--- src/rtl/pd_seq_pkg.sv ---
// Shared definitions for the power-domain sequencer: state encoding,
// parameter defaults and the counter-sizing helper.
package pd_seq_pkg;

   localparam int ISO_SETUP_DEF   = 2;
   localparam int ACK_TIMEOUT_DEF = 64;
   localparam int RST_CYCLES_DEF  = 4;

   typedef enum logic [3:0] {
      S_OFF     = 4'd0,
      S_SW_ON   = 4'd1,
      S_DRST    = 4'd2,
      S_RESTORE = 4'd3,
      S_ISO_OFF = 4'd4,
      S_ON      = 4'd5,
      S_ISO_ON  = 4'd6,
      S_SAVE    = 4'd7,
      S_SW_OFF  = 4'd8,
      S_ERR     = 4'd9
   } pd_state_e;

   // Largest of three hold/timeout lengths; sizes the shared counter.
   function automatic int max3(input int a, input int b, input int c);
      int m;
      m = a;
      if (b > m) m = b;
      if (c > m) m = c;
      return m;
   endfunction

endpackage

--- src/rtl/pd_seq_timer.sv ---
// Loadable down-counter. A load sets the count; otherwise it decrements
// until it reaches zero and holds there. done is high while count is zero.
module pd_seq_timer #(
   parameter int W = 7
) (
   input  logic         clk,
   input  logic         rst_n,
   input  logic         load,
   input  logic [W-1:0] load_val,
   output logic [W-1:0] count,
   output logic         done
);

   // Count register: load has priority over the decrement.
   always_ff @(posedge clk) begin
      if (!rst_n) begin
         count <= '0;
      end else if (load) begin
         count <= load_val;
      end else if (count != '0) begin
         count <= count - 1'b1;
      end
   end

   assign done = (count == '0);

endmodule

--- src/rtl/pd_seq_ctrl.sv ---
// Power-domain sequencer: switch on, reset, restore, release isolation;
// and in the other direction isolate, save, switch off. Switch acknowledge
// timeouts land in a sticky error state cleared by err_clr.
// A timed state of length N is loaded with N-1 on entry and left when the
// counter reads zero, so it occupies exactly N cycles (N must be >= 1).
// All outputs are decoded from the next state and registered, so they
// change on the same edge as the state.
module pd_seq_ctrl
   import pd_seq_pkg::*;
#(
   parameter int ISO_SETUP   = ISO_SETUP_DEF,
   parameter int ACK_TIMEOUT = ACK_TIMEOUT_DEF,
   parameter int RST_CYCLES  = RST_CYCLES_DEF
) (
   input  logic      clk,
   input  logic      rst_n,
   input  logic      pwr_on_req,
   input  logic      sw_ack,
   input  logic      err_clr,
   output logic      top_pwr_sw,
   output logic      iso_en,
   output logic      save,
   output logic      restore,
   output logic      dom_rst_n,
   output logic      busy,
   output logic      pwr_on,
   output logic      err,
   output pd_state_e dbg_state
);

   localparam int CW = $clog2(max3(ACK_TIMEOUT, RST_CYCLES, ISO_SETUP) + 1);

   pd_state_e state, next_state;
   logic          tmr_load;
   logic [CW-1:0] tmr_val;
   logic [CW-1:0] tmr_count;
   logic          tmr_done;

   logic top_pwr_sw_d, iso_en_d, save_d, restore_d;
   logic dom_rst_n_d, busy_d, pwr_on_d, err_d;

   pd_seq_timer #(.W(CW)) u_timer (
      .clk      (clk),
      .rst_n    (rst_n),
      .load     (tmr_load),
      .load_val (tmr_val),
      .count    (tmr_count),
      .done     (tmr_done)
   );

   // State register and registered outputs; reset aborts any sequence.
   always_ff @(posedge clk) begin
      if (!rst_n) begin
         state      <= S_OFF;
         top_pwr_sw <= 1'b0;
         iso_en     <= 1'b1;
         save       <= 1'b0;
         restore    <= 1'b0;
         dom_rst_n  <= 1'b0;
         busy       <= 1'b0;
         pwr_on     <= 1'b0;
         err        <= 1'b0;
      end else begin
         state      <= next_state;
         top_pwr_sw <= top_pwr_sw_d;
         iso_en     <= iso_en_d;
         save       <= save_d;
         restore    <= restore_d;
         dom_rst_n  <= dom_rst_n_d;
         busy       <= busy_d;
         pwr_on     <= pwr_on_d;
         err        <= err_d;
      end
   end

   assign dbg_state = state;

   // Next-state logic plus timer reload on every state change.
   always_comb begin
      next_state = state;
      tmr_load   = 1'b0;
      tmr_val    = '0;
      case (state)
         S_OFF:     if (pwr_on_req)  next_state = S_SW_ON;
         S_SW_ON: begin
            if (sw_ack)        next_state = S_DRST;
            else if (tmr_done) next_state = S_ERR;
         end
         S_DRST:    if (tmr_done)    next_state = S_RESTORE;
         S_RESTORE:                  next_state = S_ISO_OFF;
         S_ISO_OFF:                  next_state = S_ON;
         S_ON:      if (!pwr_on_req) next_state = S_ISO_ON;
         S_ISO_ON:  if (tmr_done)    next_state = S_SAVE;
         S_SAVE:                     next_state = S_SW_OFF;
         S_SW_OFF: begin
            if (!sw_ack)       next_state = S_OFF;
            else if (tmr_done) next_state = S_ERR;
         end
         S_ERR:     if (err_clr)     next_state = S_OFF;
         default:                    next_state = S_OFF;
      endcase
      if (next_state != state) begin
         tmr_load = 1'b1;
         case (next_state)
            S_SW_ON, S_SW_OFF: tmr_val = CW'(ACK_TIMEOUT - 1);
            S_DRST:            tmr_val = CW'(RST_CYCLES - 1);
            S_ISO_ON:          tmr_val = CW'(ISO_SETUP - 1);
            default:           tmr_val = '0;
         endcase
      end
   end

   // Output decode from the state being entered (isolation on by default).
   always_comb begin
      top_pwr_sw_d = 1'b0;
      iso_en_d     = 1'b1;
      save_d       = 1'b0;
      restore_d    = 1'b0;
      dom_rst_n_d  = 1'b0;
      busy_d       = 1'b0;
      pwr_on_d     = 1'b0;
      err_d        = 1'b0;
      case (next_state)
         S_SW_ON, S_DRST: begin
            top_pwr_sw_d = 1'b1;
            busy_d       = 1'b1;
         end
         S_RESTORE: begin
            top_pwr_sw_d = 1'b1;
            dom_rst_n_d  = 1'b1;
            restore_d    = 1'b1;
            busy_d       = 1'b1;
         end
         S_ISO_OFF: begin
            top_pwr_sw_d = 1'b1;
            dom_rst_n_d  = 1'b1;
            iso_en_d     = 1'b0;
            busy_d       = 1'b1;
         end
         S_ON: begin
            top_pwr_sw_d = 1'b1;
            dom_rst_n_d  = 1'b1;
            iso_en_d     = 1'b0;
            pwr_on_d     = 1'b1;
         end
         S_ISO_ON: begin
            top_pwr_sw_d = 1'b1;
            dom_rst_n_d  = 1'b1;
            busy_d       = 1'b1;
         end
         S_SAVE: begin
            top_pwr_sw_d = 1'b1;
            dom_rst_n_d  = 1'b1;
            save_d       = 1'b1;
            busy_d       = 1'b1;
         end
         S_SW_OFF:          busy_d = 1'b1;
         S_ERR:             err_d  = 1'b1;
         default: ;
      endcase
   end

endmodule

--- config.mk ---
export PLATFORM = sky130hd
export DESIGN_NAME = pd_seq_ctrl
export DESIGN_NICKNAME = d
export VERILOG_FILES = /design/src/rtl/pd_seq_pkg.sv /design/src/rtl/pd_seq_timer.sv /design/src/rtl/pd_seq_ctrl.sv
export SDC_FILE = /design/constraint.sdc
export NUM_CORES = 1
export LEC_CHECK = 0
export ABC_AREA = 1
export CORE_ASPECT_RATIO = 1.4
export CORE_MARGIN = 3
export CORE_UTILIZATION = 40
export CTS_CLUSTER_SIZE = 10
export DETAILED_ROUTE_END_ITERATION = 10
export DONT_BUFFER_PORTS = 1
export HOLD_SLACK_MARGIN = 0.1
export PLACE_DENSITY_LB_ADDON = 0.08
export SKIP_CTS_REPAIR_TIMING = 1
export SLEW_MARGIN = 10
export SYNTH_ARGS = -nofsm -noshare
export SYNTH_HDL_FRONTEND = slang
export SYNTH_SLANG_ARGS = --single-unit
--- constraint.sdc ---
create_clock -name clk -period 1.6 [get_ports clk]
set_input_delay 0.32 -clock clk [delete_from_list [all_inputs] [get_ports clk]]
set_output_delay 0.32 -clock clk [all_outputs]
set_load 0.03 [all_outputs]
==> metrics.md, run 1 <==
| Metric | Value |
|---|---|
| Final Skew | `0.00369 ns` |
| WHS | `0.116 ns` |
| Slack of the critical path | `-0.0873 ns` |
| Placed insts | `202` |
| Dpl hpwl | `1880 µm` |
| GRT Overall Usage | `15.7%` |
| Port bufs | `0` |
| Most frequent cells in the layout | `buf_4 (29), nand2_1 (22), dfxtp_1 (13), nor2_1 (12), inv_1 (11)` |
| Max stage delay on crit path | `0.35 ns` |
| Worst skew pair latency | `0.29 ns` |
| Final Routed Wirelength | `2740 µm` |
| Final period util | `105%` |
| CTS tree | `done` |
| Drt pass-1 iters | `4` |
| Slew at the pin closest to its max-slew limit | `0.357 ns` |
| # IOs | `17` |
| CTS root buf | `clkbuf_4` |
| Hold Violations, Final | `0` |
| Tmin final | `1.69 ns` |
| Crit path DAT | `1.88 ns` |
| Crit Path Class | `register to register` |
| Die height | `65.5 µm` |
| Sequential share of power | `29.4%` |
| GR Overflow Total | `0` |
| CP most frequent cell | `nand2_2` |
| Maximum clock path buffer count | `2` |
| Slew Limit Headroom | `76.1%` |
| CP max stage cell | `dfxtp_2` |
| Area grow syn2layout | `48.5%` |
| Int Power | `1.31 mW` |
| Hold crit path type | `input pin to register` |
| Final Setup Violations | `8` |
| Initial antenna violation count | `0` |
| Share of layout cells above drive strength 1 | `50.6%` |
| Die area | `0.00318 mm²` |
| Synth Warn # | `0` |
| Iter 0 DRT Violations | `27` |
| RSZ-0062 raised after global routing | `yes` |
| Largest net degree at the start of global routing | `12` |
| ANT nets after route | `0` |
| Most common cell after layout, fill and taps aside | `buf_4` |
| Via Count | `1061` |
| Routed vias/inst | `5.03` |
| CTS Sinks | `19` |
| Fmax | `593 MHz` |
| Core area | `0.00228 mm²` |
| Max-Cap Viols | `0` |
| CP Data Required Time | `1.79 ns` |
| Peak supply drop | `867 µV` |
| Top delay family on crit path | `simple AND/OR/NAND/NOR gates` |
| Worst path bufs/invs | `2` |
| Syn Nets | `152` |
| Switch share | `45.3%` |
| Crit-path cells | `inv_2, ha_4, inv_2, nor2_4, nand3_4, nand2_2, nand2_2, nand3_2, a21oi_4, nand2_4, nand2_2, nand2_1, nor2_1, nor2_1` |
| Drc violations | `0` |
| Finished Cell Area | `0.00150 mm²` |
| Synth Instances | `146` |
| Cell Area, Synth | `0.00101 mm²` |
| Cell Area, Placed | `0.00124 mm²` |
| Status | `finished with violations` |
| CTS Buf Count | `3` |
| Gpl congestion | `0.864` |
| Inserted Diodes | `0` |
| H-tree Lvls | `1` |
| Comb pwr share | `60.6%` |
| Sw Pwr | `1.08 mW` |
| Setup_tns | `-0.334 ns` |
| Site row count | `20` |
| Routed wire per std cell | `13.0 µm` |
| Seq/Total Area, Yosys | `37.6%` |
| Starting Density | `44.5%` |
| Vias in the first global route | `958` |
| Power per cell area | `1590 mW/mm²` |
| Final core utilization | `66.0%` |
| Startpoint Class | `register` |
| First-pass GRT wire length | `4000 µm` |
| Die W | `48.5 µm` |
| Slew Viols, Final | `0` |
| Fin nets | `185` |
| Crit-path max FO | `4` |
| Clk slew on worst S/H paths | `0.10 ns` |
| Leakage Power | `0.723 nW` |
| Yosys cell types | `27` |
| Clock power frac | `10.0%` |
| Mean post-synth cell area | `6.93 µm²` |
| Register bit total from synthesis | `19` |
| Crit end category | `register` |
| Failing checks | `setup timing` |
| Finished Layout Cells | `211` |
-- per-stage QoR --
step           power [mW]  setup slack, ns
2_1_floorplan        1.45          0.00370
3_3_place_gp         1.76          -0.0786
3_5_place_dp         1.77           -0.146
4_1_cts              2.01           -0.166
5_1_grt              2.58           -0.208
6_report             2.39          -0.0873
-- worst reg2reg max path: stages (launching register included) --
cell	delay (ns)
dfxtp_2	0.35
inv_2	0.05
ha_4	0.15
inv_2	0.06
nor2_4	0.04
nand3_4	0.07
nand2_2	0.06
nand2_2	0.10
nand3_2	0.10
a21oi_4	0.21
nand2_4	0.11
nand2_2	0.10
nand2_1	0.06
nor2_1	0.08
nor2_1	0.04
-- state kept, by name, summed over array words and instances, names as in the netlist --
name / count
iso_en: 1
pwr_on: 1
save: 1
restore: 1
u_timer.count: 7
busy: 1
err: 1
dbg_state: 4
dom_rst_n: 1
top_pwr_sw: 1
-- cell usage after synthesis (all sizes together) --
cell    number  area (µm²)
ha           1        12.5
a21oi        5        32.5
xor2         2        17.5
or2          1        6.26
nand4        3        18.8
dfxtp       19         380
inv         18        67.6
nor4         1        6.26
o21ai        6        30.0
clkinv       1        8.76
o311ai       1        8.76
xnor2        2        17.5
nand3       16        90.1
nand2       38         165
clkbuf       1        3.75
o211ai       1        7.51
nor2        22        95.1
a31oi        3        18.8
nor3         5        25.0
-- area by class of cell --
cell class,instances,area [µm²]
fill,195,774
multi-input combinational,107,739
sequential,19,398
timing repair buffer,29,218
inverter,19,78.8
tap,33,41.3
clock buffer,3,22.5
clock inverter,1,5.00
-- power groups by stage --
stage                     sequential (mW)  clock (mW)  combinational, mW
after floorplan                     0.719           0              0.726
after global placement              0.699           0               1.06
after detailed placement            0.702           0               1.07
after CTS                           0.691       0.248               1.07
after global routing                0.717       0.271               1.59
final                               0.703       0.238               1.45
-- routing by layer --
metal	routed length, µm	GRT usage, %	up-vias
met5	0	0	-
met1	1010	17.7	502
met2	1620	29.1	15
met3	76	4.31	4
met4	31	3.91	0
li1	-	-	540
-- cell families (layout without fill, tap and decap cells) --
family	count (synthesis)	count (layout)	share of synthesized area, %
and+or+nand+nor	86	86	40.2
xor gates and xnor gates	4	4	3.46
adders and majority gates	1	1	1.24
buffers and inverters	20	52	7.91
DFF	19	19	37.6
AOI/OAI and AO/OA	16	16	9.64
-- worst paths after layout --
check / startpoint / to / slack [ns] / cells after the start
worst min-delay path: rst_n / u_timer.count[1]$_SDFFE_PN0P_ / 0.12 / 2
worst max register to register: u_timer.count[0]$_SDFFE_PN0P_ / u_timer.count[0]$_SDFFE_PN0P_ / -0.09 / 14
worst min register to register: u_timer.count[6]$_SDFFE_PN0P_ / u_timer.count[6]$_SDFFE_PN0P_ / 0.54 / 2
worst max-delay path: u_timer.count[0]$_SDFFE_PN0P_ / u_timer.count[0]$_SDFFE_PN0P_ / -0.09 / 14
Note: power is estimated with default switching activity, not from simulation.
==> run 2, diff against run 1 <==
--- a/config.mk
+++ b/config.mk
@@ -14,7 +14,6 @@
 export DONT_BUFFER_PORTS = 1
 export HOLD_SLACK_MARGIN = 0.1
 export PLACE_DENSITY_LB_ADDON = 0.08
-export SKIP_CTS_REPAIR_TIMING = 1
 export SLEW_MARGIN = 10
 export SYNTH_ARGS = -nofsm -noshare
 export SYNTH_HDL_FRONTEND = slang
==> metrics.md, run 2 (same netlist as run 1, synthesis figures left out) <==
| Metric | Value |
|---|---|
| Routed vias/inst | `5.00 (-0.47%)` |
| Core area | `0.00228 mm² (unchanged)` |
| Hold Buf Count CTS | `0` |
| M1 wire length | `986 µm (-2.2%)` |
| ANT nets after route | `0 (unchanged)` |
| Largest net degree at the start of global routing | `12 (unchanged)` |
| Final period util | `106% (+0.65 points)` |
| Slack of the critical path | `-0.0977 ns (-0.0104 ns)` |
| Site row count | `20 (unchanged)` |
| Crit-path cells | `inv_2, ha_4, inv_2, nor2_4, nand3_4, nand2_2, nand2_4, nand3_4, a21oi_4, nand2_4, nand2_4, nand2_2, nor2_1, nor2_1` |
| Hold path depth | `2 (unchanged)` |
| Crit Path Class | `register to register` |
| CTS Buf Count | `3 (unchanged)` |
| Power per cell area | `1590 mW/mm² (about the same)` |
| Slew at the pin closest to its max-slew limit | `0.321 ns (-0.0357 ns)` |
| Crit end category | `register` |
| Starting Density | `44.5% (unchanged)` |
| Top routing layer used | `met4` |
| Final Setup Violations | `7 (-1)` |
| # IOs | `17 (unchanged)` |
| RR Startpoint | `u_timer.count[0]$_SDFFE_PN0P_` |
| Vias in the first global route | `1045 (+9.1%)` |
| Max reg flops | `7 (unchanged)` |
| Dpl hpwl | `1880 µm (unchanged)` |
| Worst flop-to-flop path endpoint | `u_timer.count[0]$_SDFFE_PN0P_` |
| Placed insts | `202 (unchanged)` |
| Comb pwr share | `60.7% (about the same)` |
| Max stage delay on crit path | `0.35 ns (about the same)` |
| Fin nets | `186 (+0.54%)` |
| Crit-path max FO | `4 (unchanged)` |
| Int Power | `1.31 mW (+0.27%)` |
| Clk slew on worst S/H paths | `0.11 ns (about the same)` |
| Failing checks | `setup timing` |
| Gpl congestion | `0.864 (unchanged)` |
| Hold crit path type | `input pin to register` |
| Most flop-heavy register | `u_timer.count` |
| Status | `finished with violations` |
| Reg2Reg Depth | `14 (unchanged)` |
| Share of layout cells above drive strength 1 | `51.4% (+0.83 points)` |
| Sequential share of power | `29.2% (-0.2 points)` |
| CTS tree | `done` |
| Initial antenna violation count | `0 (unchanged)` |
| Fmax | `589 MHz (-0.61%)` |
| Iter 0 DRT Violations | `21 (-22%)` |
| GRT Overall Usage | `17.4% (+1.7 points)` |
| CP max stage cell | `dfxtp_2` |
| Finished Layout Cells | `212 (+0.47%)` |
| Slew Limit Headroom | `78.5% (+2.4 points)` |
| CP most frequent cell | `nand2_4` |
| Inserted Diodes | `0 (unchanged)` |
| Max-Cap Viols | `0 (unchanged)` |
| Area grow syn2layout | `49.7%` |
| Final Skew | `0.00590 ns (+0.00221 ns)` |
| Peak supply drop | `861 µV (-0.70%)` |
| CP Data Required Time | `1.79 ns (about the same)` |
| Die area | `0.00318 mm² (unchanged)` |
| Slew Viols, Final | `0 (unchanged)` |
| Most frequent cells in the layout | `buf_4 (29), nand2_1 (21), dfxtp_1 (13), nor2_1 (12)` |
| Port bufs | `0 (unchanged)` |
| Design Power | `2.41 mW (+0.89%)` |
| First-pass GRT wire length | `4420 µm (+11%)` |
| Clock power frac | `10.1% (about the same)` |
| R2R setup slack | `-0.1 ns (about the same)` |
| Worst skew pair latency | `0.30 ns (about the same)` |
| Via Count | `1061 (unchanged)` |
| Sw Pwr | `1.10 mW (+1.6%)` |
| Worst Setup SP | `u_timer.count[0]$_SDFFE_PN0P_` |
| Die height | `65.5 µm (unchanged)` |
| GR Overflow Total | `0 (unchanged)` |
| Final Routed Wirelength | `2730 µm (-0.51%)` |
| Die W | `48.5 µm (unchanged)` |
| Switch share | `45.7% (+0.34 points)` |
| Tmin final | `1.70 ns (+0.0104 ns)` |
| H-tree Lvls | `1 (unchanged)` |
| Routed wire per std cell | `12.9 µm (-0.98%)` |
| Met3 Wirelength | `78 µm (+2.6%)` |
| Most common cell after layout, fill and taps aside | `buf_4` |
| Hold Violations, Final | `0 (unchanged)` |
| Maximum clock path buffer count | `2 (unchanged)` |
| Crit path DAT | `1.89 ns (about the same)` |
| Startpoint Class | `register` |
| Leakage Power | `0.741 nW (+2.5%)` |
| Met2 Routed Length | `1620 µm (about the same)` |
| Drc violations | `0 (unchanged)` |
| RSZ-0062 raised after global routing | `yes` |
| CTS Sinks | `19 (unchanged)` |
| Critical path endpoint | `u_timer.count[0]$_SDFFE_PN0P_` |
| Drt pass-1 iters | `5 (+1)` |
| CTS root buf | `clkbuf_4` |
## run 2: cell types whose count changed in the layout (fill, tap and decap cells not counted), sizes merged
cell and delta:
buf +1
## run 2: how the worst min path moves through the flow
stage / startpoint / end / slack (ns)
after floorplan: u_timer.count[6]$_SDFFE_PN0P_ / u_timer.count[6]$_SDFFE_PN0P_ / 0.44
after global placement: rst_n / busy$_SDFF_PN0_ / 0.44
after detailed placement: rst_n / u_timer.count[1]$_SDFFE_PN0P_ / 0.44
after CTS: rst_n / u_timer.count[1]$_SDFFE_PN0P_ / 0.13
after global routing: rst_n / busy$_SDFF_PN0_ / 0.13
final: rst_n / u_timer.count[1]$_SDFFE_PN0P_ / 0.13
## run 2: cell type report
class                   count  area [µm²]
fillers                   199         762
multi-input cells         107         736
flip-flops and latches     19         398
repair buffers             30         229
inverters                  19        83.8
well taps                  33        41.3
clock buffers               3        22.5
clock inverters             1        5.00
## run 2: repair_timing
item                                    in CTS  in global routing
gates resized for setup                     35                 25
pin swaps                                   23                 15
hold endpoints to repair                     0                  0
cloned                                       0                  0
setup buffers                                2                  4
endpoints found under the setup margin      11                 12
## run 2: critical path: cells and delay by family (launching register included)
kind / cells / cell delay (ns)
compound gates: 1 / 0.23
buf+inv: 2 / 0.11
fa+ha+maj: 1 / 0.15
simple gates: 10 / 0.75
flops: 1 / 0.35
## run 2: power by group through the flow
| stage | Clock [mW] | Combinational, mW | Sequential (mW) |
|---|---|---|---|
| final | 0.243 | 1.46 | 0.705 |
| after global routing | 0.271 | 1.60 | 0.720 |
| after CTS | 0.248 | 1.25 | 0.702 |
| after detailed placement | 0 | 1.07 | 0.702 |
| after global placement | 0 | 1.06 | 0.699 |
| after floorplan | 0 | 0.726 | 0.719 |
## run 2: routing by layer
metal	vias to the layer above	GRT usage, %
met1	491	18.8
li1	544	-
met4	0	3.91
met2	20	33.8
met3	6	4.31
met5	-	0
## run 2: per-stage QoR
stage | setup WS [ns] | hold slack [ns] | TNS (ns) | area, µm² | utilization, %
after floorplan | 0.00370 | 0.444 | 0 | 1020 | -
after global placement | -0.0786 | 0.441 | -0.267 | 1240 | 54.5
after detailed placement | -0.146 | 0.440 | -0.916 | 1240 | 54.5
after CTS | -0.0596 | 0.128 | -0.162 | 1390 | 60.9
after global routing | -0.201 | 0.127 | -1.54 | 1520 | 66.5
final | -0.0977 | 0.128 | -0.499 | 1520 | 66.5
==> run 3, diff against run 2 <==
--- a/config.mk
+++ b/config.mk
@@ -6,6 +6,7 @@
 export NUM_CORES = 1
 export LEC_CHECK = 0
 export ABC_AREA = 1
+export CAP_MARGIN = 25
 export CORE_ASPECT_RATIO = 1.4
 export CORE_MARGIN = 3
 export CORE_UTILIZATION = 40
==> results of run 3 <==
Final layout, timing and power as in run 2 (identical DEF).
